## src/rtl/aux_clk_pkg.sv

```systemverilog
// Shared types and default constants for the aux clock controller.
package aux_clk_pkg;

    typedef enum logic [2:0] {
        ST_OFF       = 3'd0,
        ST_START     = 3'd1,
        ST_WAIT_LOCK = 3'd2,
        ST_RUN       = 3'd3,
        ST_FAIL      = 3'd4
    } aux_state_e;

    localparam int unsigned DEF_DEB_CYCLES     = 16;
    localparam int unsigned DEF_LOCK_EDGES     = 8;
    localparam int unsigned DEF_TIMEOUT_CYCLES = 1024;
    localparam int unsigned DEF_WINDOW_CYCLES  = 64;

    // Counter width able to hold the terminal value n itself.
    function automatic int unsigned cnt_w(input int unsigned n);
        return $clog2(n) + 1;
    endfunction

endpackage

```

## src/rtl/sync_debounce.sv

```systemverilog
// 2-flop synchronizer followed by a debouncer: the output follows the
// synchronized input only after it has differed for DEB_CYCLES consecutive cycles.
module sync_debounce
    import aux_clk_pkg::*;
#(
    parameter int unsigned DEB_CYCLES = DEF_DEB_CYCLES
) (
    input  logic clk,
    input  logic nrst,
    input  logic din,
    output logic dout
);

    localparam int unsigned     CW       = cnt_w(DEB_CYCLES);
    localparam logic [CW-1:0]   CNT_LAST = CW'(DEB_CYCLES - 1);

    logic          sync1_q, sync2_q;
    logic          deb_q, deb_d;
    logic [CW-1:0] cnt_q, cnt_d;

    always_ff @(posedge clk or negedge nrst) begin
        if (!nrst) begin
            sync1_q <= 1'b0;
            sync2_q <= 1'b0;
            deb_q   <= 1'b0;
            cnt_q   <= '0;
        end else begin
            sync1_q <= din;
            sync2_q <= sync1_q;
            deb_q   <= deb_d;
            cnt_q   <= cnt_d;
        end
    end

    // Any cycle where the input agrees with the debounced value restarts the count.
    always_comb begin
        deb_d = deb_q;
        cnt_d = '0;
        if (sync2_q != deb_q) begin
            if (cnt_q >= CNT_LAST) begin
                deb_d = sync2_q;
            end else begin
                cnt_d = cnt_q + CW'(1);
            end
        end
    end

    assign dout = deb_q;

endmodule

```

## src/rtl/aux_clk_ctrl.sv

```systemverilog
// Aux oscillator enable/lock controller. Optional RUN-state activity
// watchdog is built when AUX_CLK_WATCHDOG_EN is defined.
module aux_clk_ctrl
    import aux_clk_pkg::*;
#(
    parameter int unsigned DEB_CYCLES     = DEF_DEB_CYCLES,
    parameter int unsigned LOCK_EDGES     = DEF_LOCK_EDGES,
    parameter int unsigned TIMEOUT_CYCLES = DEF_TIMEOUT_CYCLES,
    parameter int unsigned WINDOW_CYCLES  = DEF_WINDOW_CYCLES
) (
    input  logic       clk,
    input  logic       nrst,
    input  logic       sw_en,
    input  logic       aux_tgl,
    output logic       sel_clk_aux,
    output logic       aux_ok,
    output logic       aux_fail,
    output logic [2:0] state_o
);

    localparam int unsigned   EW       = cnt_w(LOCK_EDGES);
    localparam int unsigned   TW       = cnt_w(TIMEOUT_CYCLES);
    localparam logic [EW-1:0] EDGE_MAX = EW'(LOCK_EDGES);
    localparam logic [TW-1:0] TMO_MAX  = TW'(TIMEOUT_CYCLES);

    logic          sw_deb;
    logic          aux_s1_q, aux_s2_q, aux_prev_q;
    logic          aux_edge;
    aux_state_e    state_q, state_d;
    logic [EW-1:0] edge_cnt_q, edge_cnt_d;
    logic [TW-1:0] tmo_cnt_q, tmo_cnt_d;
    logic          sel_q, sel_d, ok_q, ok_d, fail_q, fail_d;

`ifdef AUX_CLK_WATCHDOG_EN
    localparam int unsigned   WW      = cnt_w(WINDOW_CYCLES);
    localparam logic [WW-1:0] WIN_MAX = WW'(WINDOW_CYCLES);
    logic [WW-1:0] win_cnt_q, win_cnt_d;
`else
    logic unused_window;
    assign unused_window = ^32'(WINDOW_CYCLES);
`endif

    sync_debounce #(
        .DEB_CYCLES(DEB_CYCLES)
    ) u_sw_deb (
        .clk  (clk),
        .nrst (nrst),
        .din  (sw_en),
        .dout (sw_deb)
    );

    assign aux_edge = aux_s2_q ^ aux_prev_q;

    always_ff @(posedge clk or negedge nrst) begin
        if (!nrst) begin
            aux_s1_q   <= 1'b0;
            aux_s2_q   <= 1'b0;
            aux_prev_q <= 1'b0;
            state_q    <= ST_OFF;
            edge_cnt_q <= '0;
            tmo_cnt_q  <= '0;
            sel_q      <= 1'b0;
            ok_q       <= 1'b0;
            fail_q     <= 1'b0;
`ifdef AUX_CLK_WATCHDOG_EN
            win_cnt_q  <= '0;
`endif
        end else begin
            aux_s1_q   <= aux_tgl;
            aux_s2_q   <= aux_s1_q;
            aux_prev_q <= aux_s2_q;
            state_q    <= state_d;
            edge_cnt_q <= edge_cnt_d;
            tmo_cnt_q  <= tmo_cnt_d;
            sel_q      <= sel_d;
            ok_q       <= ok_d;
            fail_q     <= fail_d;
`ifdef AUX_CLK_WATCHDOG_EN
            win_cnt_q  <= win_cnt_d;
`endif
        end
    end

    // Next state; a dropped switch wins over lock, timeout and watchdog.
    always_comb begin
        state_d    = state_q;
        edge_cnt_d = edge_cnt_q;
        tmo_cnt_d  = tmo_cnt_q;
        sel_d      = 1'b0;
        ok_d       = 1'b0;
        fail_d     = 1'b0;
`ifdef AUX_CLK_WATCHDOG_EN
        win_cnt_d  = '0;
`endif
        case (state_q)
            ST_OFF: begin
                if (sw_deb) state_d = ST_START;
            end
            ST_START: begin
                edge_cnt_d = '0;
                tmo_cnt_d  = '0;
                state_d    = sw_deb ? ST_WAIT_LOCK : ST_OFF;
            end
            ST_WAIT_LOCK: begin
                if (aux_edge && (edge_cnt_q < EDGE_MAX)) edge_cnt_d = edge_cnt_q + EW'(1);
                if (tmo_cnt_q < TMO_MAX) tmo_cnt_d = tmo_cnt_q + TW'(1);
                if (!sw_deb)                    state_d = ST_OFF;
                else if (edge_cnt_d >= EDGE_MAX) state_d = ST_RUN;
                else if (tmo_cnt_d >= TMO_MAX)   state_d = ST_FAIL;
            end
            ST_RUN: begin
`ifdef AUX_CLK_WATCHDOG_EN
                if (!aux_edge && (win_cnt_q < WIN_MAX)) win_cnt_d = win_cnt_q + WW'(1);
                if (!sw_deb)                    state_d = ST_OFF;
                else if (win_cnt_d >= WIN_MAX)  state_d = ST_FAIL;
`else
                if (!sw_deb) state_d = ST_OFF;
`endif
            end
            ST_FAIL: begin
                if (!sw_deb) state_d = ST_OFF;
            end
            default: state_d = ST_OFF;
        endcase

        // Outputs are decoded from the next state so they line up with state_q.
        sel_d  = (state_d == ST_START) || (state_d == ST_WAIT_LOCK) || (state_d == ST_RUN);
        ok_d   = (state_d == ST_RUN);
        fail_d = (state_d == ST_FAIL);
    end

    assign sel_clk_aux = sel_q;
    assign aux_ok      = ok_q;
    assign aux_fail    = fail_q;
    assign state_o     = state_q;

endmodule

```

## config.mk

```make
export PLATFORM = sky130hd
export DESIGN_NAME = aux_clk_ctrl
export DESIGN_NICKNAME = d
export VERILOG_FILES = /design/src/rtl/aux_clk_pkg.sv /design/src/rtl/sync_debounce.sv /design/src/rtl/aux_clk_ctrl.sv
export SDC_FILE = /design/constraint.sdc
export NUM_CORES = 1
export LEC_CHECK = 0
export CAP_MARGIN = 10
export CELL_PAD_IN_SITES_DETAIL_PLACEMENT = 1
export CELL_PAD_IN_SITES_GLOBAL_PLACEMENT = 1
export CORE_MARGIN = 4
export CORE_UTILIZATION = 34
export DETAILED_ROUTE_END_ITERATION = 8
export PLACE_DENSITY_LB_ADDON = 0.1
export REMOVE_ABC_BUFFERS = 1
export SETUP_SLACK_MARGIN = 0.15
export SLEW_MARGIN = 20
export SYNTH_ARGS = -nofsm -noshare
export SYNTH_HDL_FRONTEND = slang
export SYNTH_SLANG_ARGS = --single-unit
export TNS_END_PERCENT = 1
```

## constraint.sdc

```tcl
create_clock -name clk -period 1.65 [get_ports clk]
set_input_delay 0.165 -clock clk [delete_from_list [all_inputs] [get_ports clk]]
set_output_delay 0.165 -clock clk [all_outputs]
set_load 0.05 [all_outputs]
```

Word-level counts from Yosys, hierarchy flattened --
Index checks and enable logic that the tools add are counted.
Storage, ports and cells: register bits 32, input port bits 4, output and inout port bits 6, logic and storage cells 53
Cells by class: add/sub/neg operators 3, order comparisons 5, equality and inequality tests 9, mux-type cells 15, bitwise logic cells 1, reduce and logical (&&, ||, !) cells 7
Operators with widths (count):
- $mux W11 | 2
- $pmux W11 S2 | 1
- $mux W3 | 5
- $eq A3 B2 Y1 const B | 4
- $pmux W3 S4 | 1
- $add A11 B1 Y11 const B | 1
- $ge A11 B11 Y1 const B | 1
- $lt A11 B11 Y1 const B | 1
- $mux W5 | 2
- $mux W4 | 2
- $pmux W4 S2 | 1
- $eq A3 B1 Y1 const B | 2
- $eq A3 B3 Y1 const B | 2
- $add A5 B1 Y5 const B | 1
- $ge A5 B4 Y1 const B | 1
- $add A4 B1 Y4 const B | 1
- $ge A4 B4 Y1 const B | 1
- $lt A4 B4 Y1 const B | 1
- $logic_not A3 Y1 | 1
- $logic_or A1 B1 Y1 | 2
- $mux W2 | 1
- $reduce_and A2 Y1 | 1
- $reduce_bool A2 Y1 | 1
- $reduce_or A2 Y1 | 1
- 3 further kinds | 3

Depth between registers and ports, before layout --
Gate-level depths: netlist of the first run.
depth in word-level cells 11, mapped depth 7, gate-level depth less buffers 7

By module --
A second synthesis of the first run with hierarchy kept.
Unflattened totals: cells, all modules 136, area, all modules 1436.4 um2
By module, submodules not included:
- aux_clk_ctrl | instances 1, cells each 110, area an instance 1114.8 um2
- sync_debounce | instances 1, cells each 26, area an instance 321.6 um2

Worst setup path after synthesis of the first run --
No wires, ideal clock.
kind reg2reg, from register state_q[1], in the netlist state_o[1], to register tmo_cnt_q[8], setup time 0.104 ns, data arrival time 1.620 ns, required time 1.546 ns, setup slack -0.074 ns, stages on the path, launching flop included 5, buffers on the path 2, cells stage by stage dfrtp_1 > or3b_1 > buf_2 > buf_6 > o41ai_2
On the way: longest elaborated chain between the ends 2
Ends and longest elaborated chain:
- from (decl) | line aux_clk_ctrl.sv:29 | aux_state_e state_q, state_d;
- from (signal assigned) | line aux_clk_ctrl.sv:72 | state_q <= state_d;
- $eq A3 B2 Y1 / $eq A3 B1 Y1 (equally long branches) | line aux_clk_ctrl.sv:95 | case (state_q)
- $pmux W11 S2 / $reduce_bool A2 Y1 (equally long branches)
- to (signal assigned) | line aux_clk_ctrl.sv:74 | tmo_cnt_q <= tmo_cnt_d;
- to (decl) | line aux_clk_ctrl.sv:31 | logic [TW-1:0] tmo_cnt_q, tmo_cnt_d;
Several ways; a longest one is shown, not always the timed one. A chain may end at the register's enable or synchronous reset.

Worst setup path in the final report of the first run --
from register fail_q, in the netlist aux_fail, to output port aux_fail
RTL lines:
- from (decl) | line aux_clk_ctrl.sv:32 | logic sel_q, sel_d, ok_q, ok_d, fail_q, fail_d;
- from (signal assigned) | line aux_clk_ctrl.sv:77 | fail_q <= fail_d;
- to (decl) | line aux_clk_ctrl.sv:17 | output logic aux_fail,
No word-level cell between the ends.

==> results of run 1 <==
==> registers in the layout (all words and copies together), names as in the netlist, 3 cells and up <==
signal          count
tmo_cnt_q          11
edge_cnt_q          4
u_sw_deb.cnt_q      5
state_o             3
==> per-stage QoR <==
stage | hold WS, ps | cells | area, um^2 | utilization
2_1_floorplan | -131 | 132 | 1420 | -
3_3_place_gp | 339 | 197 | 1610 | 0.397
3_5_place_dp | 337 | 197 | 1610 | 0.397
4_1_cts | 291 | 207 | 1740 | 0.428
5_1_grt | 314 | 207 | 1740 | 0.428
6_report | 276 | 207 | 1740 | 0.428
==> power by group through the flow <==
stage / clock, mW / combinational (mW) / sequential (mW)
floorplan: 0 / 0.0187 / 0.819
global placement: 0 / 0.0474 / 0.819
detailed placement: 0 / 0.0496 / 0.821
CTS: 0.761 / 0.0585 / 0.804
global route: 0.804 / 0.0668 / 0.805
finish: 0.741 / 0.0566 / 0.805
==> worst reg2reg max path: stages, from the launching register on <==
cell     delay (ps)
dfrtp_1         400
ha_2            200
and3_1          150
ha_1            200
nor2_1          100
nand2_1          80
or2_4           270
nor2_1          100
==> how the worst min path moves through the flow <==
stage	end	slack (ps)
4_1_cts	tmo_cnt_q[6]	290
5_1_grt	tmo_cnt_q[6]	310
3_5_place_dp	u_sw_deb.sync2_q	340
6_report	u_sw_deb.cnt_q[4]	280
2_1_floorplan	aux_fail	-130
3_3_place_gp	u_sw_deb.sync2_q	340
==> layout by cell type (no fill, tap or decap), drive strengths merged, types with 2 or more instances in the layout <==
cell type      instances
o31ai                  3
nand4                  2
nand2                  8
a31oi                  4
and4                   2
o21ai                 16
buf                   11
and4b                  2
clkdlybuf4s50          5
a41oi                  2
clkbuf                 6
a21o                   3
nor4                   2
nor2                  15
nand3                  5
ha                     4
xnor2                  3
mux2                   2
dfrtp                 32
inv                    4
a21oi                  8
nand2b                 2
==> cells by family (layout without fill, tap and decap cells) <==
group / count (synthesis) / count (layout)
flops: 32 / 32
buf+inv: 7 / 29
xor+xnor: 4 / 4
compound gates: 39 / 39
fa+ha+maj: 4 / 4
mux: 2 / 2
simple gates: 47 / 47
==> metal layers <==
metal / up-vias / global-route usage
li1: 531 / -
met1: 551 / 0.165
met2: 11 / 0.232
met3: 6 / 0.0441
met4: 0 / 0.0615
met5: - / 0
==> what timing repair did <==
item	CTS	global route
cloned	0	0
buffers inserted	2	0
endpoints found under the setup margin	14	27
resized for setup	3	2
==> cell type report <==
cell class | instances | area share
Tap cell | 50 | 0.0360
Inverter | 4 | 0.00865
Clock inverter | 2 | 0.0202
Multi-Input combinational cell | 96 | 0.351
Timing Repair Buffer | 17 | 0.0814
Sequential cell | 32 | 0.461
Clock buffer | 6 | 0.0418
==> flow_summary_export.csv, run 1 <==
group,metric,value,unit
run_status,status,"finished, final reports clean",
setup_path,cp_top_family,"buffers and inverters",
route,wl_met2,1.61,mm
setup_path,cp-endpoint,"aux_fail",
sta,period_needed,1570,ps
synth,synthTopCellsByCount,"dfrtp_1 (32), o21ai_0 (15), nor2_1 (14)",
synth,ys_types,38,
setup_path,critPathMaxFanout,1,
setup_path,reg2reg_setup_slack,80,ps
synth,yosysTopAreaCell,"dfrtp_1",
sta,finalMaxSlewViolations,0,
finish,nFillCells,453,
setup_path,critPathKind,"reg2out",
hold_path,hold_class,"in2async",
finish,multi_input_area,609,um^2
power,comb_power_share,0.035,
route,vias,1099,
global_route,grt_pass1_vias,1194,
route,wl_per_cell,15.4,um
setup_path,rr_endpoint,"u_sw_deb.cnt_q[3]",
global_route,grt_pass1_wl,5.64,mm
sta,setup_slack,79.0,ps
power,p_total,1.60,mW
finish,register_area,801,um^2
clocking,postCtsHoldBufs,0,
setup_path,reg2reg_depth,7,
setup_path,cp-end-kind,"output pin",
job,drv_cap,0,
placement,place_worst_setup_slack,-35.2,ps
synth,synth.area.mux_share,0.0157,
power,p_seq_frac,0.502,
synth,synth-edff-count,0,
synth,synth_compound_area_frac,0.171,
power,power.leakage,0.806,nW
sta,rsz0062_at_grt,"yes",
synth,synth-async-reset-ratio,1.00,
clocking,cts_buffers,5,
synth,yosysWarnings,0,
sta,setup_viol,0,
setup_path,r2r_start,"u_sw_deb.cnt_q[0]",
clocking,clock_latency,280,ps
clocking,cts_root_buf,"clkbuf_8",
global_route,grt-ovfl-total,0,
floorplanning,die_w,73.1,um
route,m1WireLength,1.40,mm
synth,synth_top_cell_area_share,0.557,
setup_path,crit_chain,"clkdlybuf4s50_1",
setup_path,slowest_delay,790,ps
setup_path,crit_path_start,"aux_fail",
placement,dp_hpwl,2.21,mm
setup_path,critical_path.slowest_cell,"clkdlybuf4s50_1",
synth,synth_xor_area_frac,0.0243,
floorplanning,core,0.00406,mm^2
setup_path,startpoint_type,"flop",
power,vdd_ir_drop_max,0.375,mV
finish,drive_above_1_share,0.166,
sta,maxSlewHeadroom,0.670,
route,wirelength,3.19,mm
clocking,htree_num_levels,2,
setup_path,cp.required,1480,ps
power,internal_power,1.27,mW
floorplanning,die_area,0.00534,mm^2
sta,fin_crit_sh,0.952,
finish,fin_nets,164,
clocking,clock_path_buffers,2,
floorplanning,ios,10,
setup_path,path_depth,1,
route,drtIter0Drc,31,
sta,finalHoldViolations,0,
synth,synth_ff_type,"dfrtp_1",
placement,place.gp.congestion,0.728,
placement,portBuffers,9,
synth,yosys-top-cells-area,"dfrtp_1 (56%), o21ai_0 (5.2%), nor2_1 (3.7%)",
clocking,numClockSinks,32,
setup_path,worst_ep_arrival_time,1410,ps
synth,syn_inst,135,
route,drtPass1Iterations,4,
route,highest_layer,"met4",
clocking,path_clk_slew,70,ps
power,powerDensity,922,mW/mm^2
power,pwr-share-clk,0.462,
synth,synth-seq-area-share,0.557,
sta,skew,2.20,ps
global_route,antenna_found_initial,0,
sta,fmax,0.637,GHz
finish,area_growth,20.7,%
clocking,cts_tree,"done",
floorplanning,start_util,0.355,
synth,synth_top_family_by_area,"simple AND/OR/NAND/NOR gates",
synth,synthAdderAreaFrac,0.0348,
synth,synth_simple_gate_area_frac,0.173,
setup_path,crit_buf_inv,1,
synth,syn-cell-area,0.00144,mm^2
synth,synth.avg_cell_area,10.7,um^2
route,postRouteAntennaNets,0,
global_route,track_usage,0.140,
global_route,grt_max_degree,33,
route,wl_met3,116,um
synth,ys_ff_latch,32,
synth,synthMostInstantiatedCell,"dfrtp_1",
power,power_switching,0.334,mW
finish,antenna_cells,0,
route,viasPerCell,5.31,
power,p_sw_frac,0.208,
sta,tightest_slew,493,ps
floorplanning,row_count,23,
floorplanning,die_h,73.1,um
sta,tns,0,ps
route,post-route-drc-count,0,
(Power assumes the default switching activity.)
==> run 2, diff against run 1 <==
--- a/config.mk
+++ b/config.mk
@@ -9,9 +9,10 @@
 export CELL_PAD_IN_SITES_DETAIL_PLACEMENT = 1
 export CELL_PAD_IN_SITES_GLOBAL_PLACEMENT = 1
 export CORE_MARGIN = 4
-export CORE_UTILIZATION = 34
+export CORE_UTILIZATION = 35
 export DETAILED_ROUTE_END_ITERATION = 8
 export PLACE_DENSITY_LB_ADDON = 0.1
+export RECOVER_POWER = 100
 export REMOVE_ABC_BUFFERS = 1
 export SETUP_SLACK_MARGIN = 0.15
 export SLEW_MARGIN = 20
==> flow_summary_export.csv, run 2 (same netlist as run 1, synthesis figures left out) <==
group,metric,value,unit
finish,fin_nets,167,
placement,portBuffers,9,
finish,utilization,0.437,
setup_path,cp_top_family,"buffers and inverters",
setup_path,crit_buf_inv,1,
finish,multi_input_area,634,um^2
setup_path,startpoint_type,"flop",
setup_path,worst_ep_arrival_time,1390,ps
clocking,cts_root_buf,"clkbuf_8",
route,drtPass1Iterations,4,
clocking,clock_path_buffers,2,
global_route,antenna_found_initial,0,
sta,tns,0,ps
sta,finalHoldViolations,0,
finish,largest_register_ff_count,11,
placement,dp_hpwl,2.18,mm
setup_path,crit_chain,"clkdlybuf4s50_1",
route,vias,1116,
sta,setup_viol,0,
sta,maxSlewHeadroom,0.472,
placement,place.gp.congestion,0.754,
placement,place_worst_setup_slack,-43.3,ps
finish,final_common_cell,"dfrtp_1",
route,wl_per_cell,14.9,um
finish,largestRegisters,"tmo_cnt_q x11, u_sw_deb.cnt_q x5, edge_cnt_q x4",
floorplanning,ios,10,
floorplanning,core,0.00400,mm^2
finish,nFillCells,467,
setup_path,critPathKind,"reg2out",
clocking,cts_buffers,5,
global_route,grt_max_degree,33,
setup_path,cp.required,1480,ps
sta,fin_crit_sh,0.942,
route,drtIter0Drc,22,
global_route,grt_pass1_vias,1158,
sta,rsz0062_at_grt,"yes",
clocking,htree_num_levels,2,
finish,regMostFlops,"tmo_cnt_q",
sta,setup_slack,96.1,ps
sta,hold_slack,349,ps
run_status,status,"finished, final reports clean",
clocking,cts_tree,"done",
clocking,numClockSinks,32,
route,viasPerCell,5.31,
power,vdd_ir_drop_max,0.443,mV
floorplanning,die_w,72.1,um
finish,drive_above_1_share,0.200,
finish,area_growth,21.5,%
power,powerDensity,846,mW/mm^2
sta,tightest_slew,792,ps
floorplanning,row_count,23,
floorplanning,die_area,0.00520,mm^2
floorplanning,start_util,0.360,
route,wirelength,3.13,mm
route,post-route-drc-count,0,
job,drv_cap,0,
sta,fmax,0.644,GHz
global_route,grt-ovfl-total,0,
power,power.leakage,0.801,nW
sta,finalMaxSlewViolations,0,
finish,antenna_cells,0,
setup_path,critPathMaxFanout,1,
setup_path,critical_path.slowest_cell,"clkdlybuf4s50_1",
finish,mostFrequentLayoutCells,"dfrtp_1 (32), o21ai_0 (15), nor2_1 (12), buf_4 (10)",
setup_path,slowest_delay,800,ps
clocking,path_clk_slew,60,ps
hold_path,hold_class,"reg2reg",
sta,skew,2.90,ps
global_route,track_usage,0.138,
clocking,clock_latency,270,ps
floorplanning,die_h,72.1,um
finish,register_area,801,um^2
global_route,grt_pass1_wl,5.53,mm
clocking,postCtsHoldBufs,0,
route,postRouteAntennaNets,0,
setup_path,cp-end-kind,"output pin",
power,p_total,1.48,mW
sta,period_needed,1550,ps
run 2: changes by cell type in the layout (fill, tap and decap cells not counted), sizes merged:
cell,previous run,this run
bufinv,1,0
buf,11,10
clkdlybuf4s50,5,1
dlygate4sd3,0,3
clkinv,1,0
clkbuf,6,13
run 2: cell type report:
class | count | share of cell area
inverters | 4 | 0.00859
repair buffers | 20 | 0.0830
well taps | 50 | 0.0358
clock buffers | 8 | 0.0515
flip-flops and latches | 32 | 0.458
multi-input cells | 96 | 0.363
run 2: metal layers:
metal	track usage	wire (um)	up-vias
li1	-	-	535
met1	0.174	1450	567
met2	0.217	1550	10
met3	0.0429	76	4
met4	0.0585	46	0
met5	0	0	-
run 2: path summary, 6_finish.rpt:
path                                   start                end  slack [ps]  cells after the start
max in group asynchronous               nrst  u_sw_deb.cnt_q[2]         650                      2
max reg2reg                u_sw_deb.cnt_q[1]  u_sw_deb.cnt_q[3]         120                      7
min reg2reg                         aux_s1_q           aux_s2_q         350                      0
min                                 aux_s1_q           aux_s2_q         350                      0
max                              sel_clk_aux        sel_clk_aux         100                      1
min in group asynchronous               nrst   u_sw_deb.sync1_q         500                      2
run 2: report_power, final:
group          switching (mW)  internal (mW)
registers             0.00815          0.797
logic                  0.0358         0.0285
clock network           0.269          0.340
run 2: stage by stage:
step                cells  area (um^2)
floorplan             132         1420
global placement      197         1610
detailed placement    197         1610
CTS                   207         1720
global route          210         1750
finish                210         1750
run 2: timing repair:
| item | in CTS | in global routing |
|---|---|---|
| resized for setup | 4 | 12 |
| hold endpoints to repair | 0 | 0 |
| pin swaps | 0 | 4 |
| endpoints found under the setup margin | 10 | 23 |
| setup buffers | 2 | 3 |
